File: src/rtl/simple_risc_pkg.sv
// Shared constants and types for the Simple-RISC datapath.
package simple_risc_pkg;

    localparam int DATA_W     = 16;
    localparam int REG_ADDR_W = 3;
    localparam int NUM_REGS   = 2 ** REG_ADDR_W;

    // Register 0 is the hardwired-zero register.
    localparam int ZERO_REG   = 0;

    typedef logic [REG_ADDR_W-1:0] reg_addr_t;
    typedef logic [DATA_W-1:0]     data_t;

endpackage

File: src/rtl/reg_wr_decoder.sv
// One-hot write-enable decoder for the register file (demux direction).
// Bit ZERO_REG is always 0 so the hardwired-zero register never loads.
module reg_wr_decoder
    import simple_risc_pkg::*;
#(
    parameter int ADDR_W = REG_ADDR_W
) (
    input  logic                 we,
    input  logic [ADDR_W-1:0]    wr_addr,
    output logic [2**ADDR_W-1:0] wr_en
);

    localparam int R = 2 ** ADDR_W;

    logic [R-1:0] addr_hit;

    // Address match per register, one bit per destination.
    generate
        for (genvar gi = 0; gi < R; gi++) begin : g_hit
            assign addr_hit[gi] = (wr_addr == ADDR_W'(gi));
        end
    endgenerate

    // Gate the match vector with we; an unknown we falls into the else path and
    // therefore behaves as 0. The zero register is masked off last.
    always_comb begin
        wr_en = '0;
        if (we) begin
            wr_en = addr_hit;
        end
        wr_en[ZERO_REG] = 1'b0;
    end

endmodule

File: src/rtl/reg_file.sv
// Simple-RISC register file: 2**ADDR_W registers of N bits, one write port,
// two combinational read ports, register 0 hardwired to zero.
// Optional write-to-read forwarding is enabled by defining REG_FILE_BYPASS_EN.
module reg_file
    import simple_risc_pkg::*;
#(
    parameter int N      = DATA_W,
    parameter int ADDR_W = REG_ADDR_W
) (
    input  logic              clk,
    input  logic              rst_n,
    input  logic              we,
    input  logic [ADDR_W-1:0] wr_addr,
    input  logic [N-1:0]      wr_data,
    input  logic [ADDR_W-1:0] rd_addr_a,
    input  logic [ADDR_W-1:0] rd_addr_b,
    output logic [N-1:0]      rd_data_a,
    output logic [N-1:0]      rd_data_b,
    output logic [7:0]        wr_count
);

    localparam int R = 2 ** ADDR_W;

    logic [R-1:0]        wr_en;
    logic [R-1:0][N-1:0] regs_reg;
    logic [7:0]          wr_count_reg;

    logic [1:0][ADDR_W-1:0] rd_addr;
    logic [1:0][N-1:0]      rd_data;

    reg_wr_decoder #(
        .ADDR_W (ADDR_W)
    ) u_wr_decoder (
        .we      (we),
        .wr_addr (wr_addr),
        .wr_en   (wr_en)
    );

    // Register storage: cleared asynchronously, each entry loads on its one-hot
    // enable. Entry 0 is never enabled, so it holds its reset value of zero.
    always_ff @(posedge clk or negedge rst_n) begin
        if (!rst_n) begin
            regs_reg <= '0;
        end else begin
            for (int i = 0; i < R; i++) begin
                if (wr_en[i]) begin
                    regs_reg[i] <= wr_data;
                end
            end
        end
    end

    // Debug counter of accepted writes; wraps naturally at 8 bits.
    always_ff @(posedge clk or negedge rst_n) begin
        if (!rst_n) begin
            wr_count_reg <= '0;
        end else if (|wr_en) begin
            wr_count_reg <= wr_count_reg + 8'd1;
        end
    end

    assign rd_addr = {rd_addr_b, rd_addr_a};

    // Both read ports are identical combinational lookups.
    generate
        for (genvar gi = 0; gi < 2; gi++) begin : g_rd
`ifdef REG_FILE_BYPASS_EN
            // Forward the write bus when this port reads the register being
            // written this cycle; suppressed in reset so reads stay 0.
            logic fwd;
            assign fwd         = rst_n & wr_en[rd_addr[gi]];
            assign rd_data[gi] = fwd ? wr_data : regs_reg[rd_addr[gi]];
`else
            assign rd_data[gi] = regs_reg[rd_addr[gi]];
`endif
        end
    endgenerate

    assign rd_data_a = rd_data[0];
    assign rd_data_b = rd_data[1];
    assign wr_count  = wr_count_reg;

endmodule

File: config.mk
export PLATFORM = sky130hd
export DESIGN_NAME = reg_file
export DESIGN_NICKNAME = d
export VERILOG_FILES = /design/src/rtl/simple_risc_pkg.sv /design/src/rtl/reg_wr_decoder.sv /design/src/rtl/reg_file.sv
export SDC_FILE = /design/constraint.sdc
export NUM_CORES = 1
export LEC_CHECK = 0
export ABC_AREA = 1
export BUFFER_PORTS_ARGS = -buffer_cell sky130_fd_sc_hd__buf_2
export CAP_MARGIN = 20
export CORE_ASPECT_RATIO = 0.5
export CORE_MARGIN = 1
export CORE_UTILIZATION = 64
export CTS_CLUSTER_DIAMETER = 200
export CTS_CLUSTER_SIZE = 20
export DETAILED_ROUTE_END_ITERATION = 8
export GPL_ROUTABILITY_DRIVEN = 0
export HOLD_SLACK_MARGIN = 0.06
export PLACE_DENSITY_LB_ADDON = 0.2
export SYNTH_ARGS = -nofsm -noshare
export SYNTH_HDL_FRONTEND = slang
export SYNTH_SLANG_ARGS = --single-unit
File: constraint.sdc
create_clock -name clk -period 1.9 [get_ports clk]
set_clock_uncertainty 0.15 [all_clocks]
set_input_delay 0.19 -clock clk [delete_from_list [all_inputs] [get_ports clk]]
set_output_delay 0.19 -clock clk [all_outputs]
set_load 0.02 [all_outputs]
==> impl_metrics.ini <==
[sta]
worst_hold_slack_ns = 0.0988
tightest_slew_ns = 0.599
layout_min_cycle_time_ns = 1.77
fmax_ghz = 0.564
fin_setup_tns_ns = 0
timing.final.ws_setup_ns = 0.127
fin_crit_sh = 0.933
setup_violations = 0
max_slew_margin = 0.600
drv_slew = 0
rsz0062_at_grt = no
hold_viol_final = 0

[global_route]
gr-total-overflow = 0
grt_pass1_vias = 6694
antenna_found_initial = 0
grt_pass1_wl_um = 34600
grt_usage = 0.409
grt_max_degree = 55

[synthesis]
synth_top_flop_cell = dfrtp_1
avgSynthCellArea_um2 = 6.55
ys_types = 20
ys_ff_latch = 120
async_reset_ff_frac = 1.00
yosys-top-cells-area = dfrtp_1 43%, nand2_1 28%, nand3_1 7.2%, o21ai_0 7.2%, inv_1 6.6%
syn_area_um2 = 6960
syn_inst = 1062
synth_edf_count = 0
yosys.area.top_type = dfrtp_1
yosys_warnings = 0
synth.top_cell.area_share = 0.432
seq_area_frac_synth = 0.432
syn-num-nets = 1091

[drt]
dr.pass1.iters = 7
vias = 7396
wire_per_inst_um = 17.1
drtIter0Drc = 1168
ant_nets = 0
wl_um = 22000
route.detailed.drc = 0
viasPerCell = 5.74

[clock_tree]
cts.sinks = 120
cts_buffer_depth = 2
numCtsBuffers = 17
post-cts-setup-buffer-count = 0
ctsRootBufferMaster = clkbuf_16
worstSkewPairLatency_ns = 0.41
holdBufCountCts = 17
cts_tree = built
cts_resized = 0
htreeDepth = 4
path_clk_slew_ns = 0.06

[cells_and_area]
largest_reg_flops = 112
final_common_cell = nand2_1
drive_above_1_share = 0.116
nets = 1164
antenna-diode-count = 0
final_cell_mix = 525 x nand2_1, 123 x inv_1, 120 x dfrtp_1
fin_area_um2 = 8250
area_delta_synth_final_pct = 18.6

[run_status]
run_status = finished clean

[critical_path]
worstSetupPathType = reg2out
critPathMaxFanout = 3
crit_path_end_kind = output pin
required_ns = 1.56
worstSetupStartpointType = flip-flop
crit_arrival_ns = 1.43

[floorplanning]
die_w_um = 149
dieArea_um2 = 11300
fp.dieH_um = 75.7
io_pins = 68
coreArea_um2 = 10400
initial_core_util = 0.670
rows = 26

[flow_run]
max_cap_violations = 0

[pwr]
power.leakage_nw = 4.69
cellPowerDensity_nw_per_um2 = 1100
ir_drop_v = 0.000804
design_power_total_mw = 9.04

[hold_path]
hold_path.class = in2async

[placement]
postPlaceCellArea_um2 = 7470
pre_cts_ws_ns = 0.241
hpwl_um = 14100
numPortBuffers = 67
[cells by family (layout without fill, tap and decap cells)]
group | after synthesis | in the layout | synth area share
DFF | 120 | 120 | 0.432
and+or+nand+nor | 637 | 637 | 0.367
xor gates and xnor gates | 4 | 4 | 0.00504
buffers and inverters | 186 | 272 | 0.113
AOI/OAI and AO/OA | 114 | 114 | 0.0820
adders and majority gates | 1 | 1 | 0.00180
[per-layer routing]
| metal | wire (um) | global-route usage | vias up |
|---|---|---|---|
| met5 | 0 | 0 | - |
| met4 | 584 | 0.179 | 0 |
| met3 | 2850 | 0.113 | 80 |
| met2 | 9370 | 0.602 | 557 |
| met1 | 9190 | 0.571 | 3367 |
| li1 | - | - | 3392 |
[per-stage QoR]
| step | util | cells |
|---|---|---|
| finish | 0.795 | 1288 |
| detailed placement | 0.720 | 1239 |
| floorplan | - | 1062 |
| CTS | 0.795 | 1288 |
| global route | 0.795 | 1288 |
| global placement | 0.720 | 1239 |
[where the power goes]
part	switching, mW	internal, mW
sequential	0.354	3.07
clock	1.21	2.13
combinational	1.51	0.766
[synth_stat cells, types with 4 or more instances]
cell	n
o21ai_0	100
clkbuf_1	4
buf_1	4
nor2_1	7
dfrtp_1	120
buf_2	41
clkbuf_2	4
nand2_1	525
buf_4	6
inv_1	123
nand3_1	100
o21ai_1	14
[cell type report]
type                    instances  area, um^2
inverters                     126         473
repair buffers                114         821
multi-input cells             756        3170
flip-flops and latches        120        3000
clock inverters                11         148
fillers                       715        2130
clock buffers                  21         460
well taps                     140         175
[critical path: stages (launching register included)]
cell     delay, ns
dfrtp_1       0.35
inv_1         0.12
nand2_1       0.07
nand3_1       0.10
nand2_1       0.06
nand2_1       0.05
nand2_1       0.09
buf_2         0.18
[worst paths after layout]
path / from / to / slack (ns) / depth (start not counted)
max: regs_reg[119]$_DFFE_PN0P_ / rd_data_b[7] / 0.13 / 7
max reg2reg: wr_count[1]$_DFFE_PN0P_ / wr_count[6]$_DFFE_PN0P_ / 0.60 / 6
min reg2reg: regs_reg[108]$_DFFE_PN0P_ / regs_reg[108]$_DFFE_PN0P_ / 0.34 / 2
min: rst_n / regs_reg[34]$_DFFE_PN0P_ / 0.1 / 2
min in group clk: wr_addr[0] / regs_reg[53]$_DFFE_PN0P_ / 0.28 / 5
max in group asynchronous: rst_n / wr_count[2]$_DFFE_PN0P_ / 0.88 / 3
Note: power is estimated with default switching activity, not from simulation.
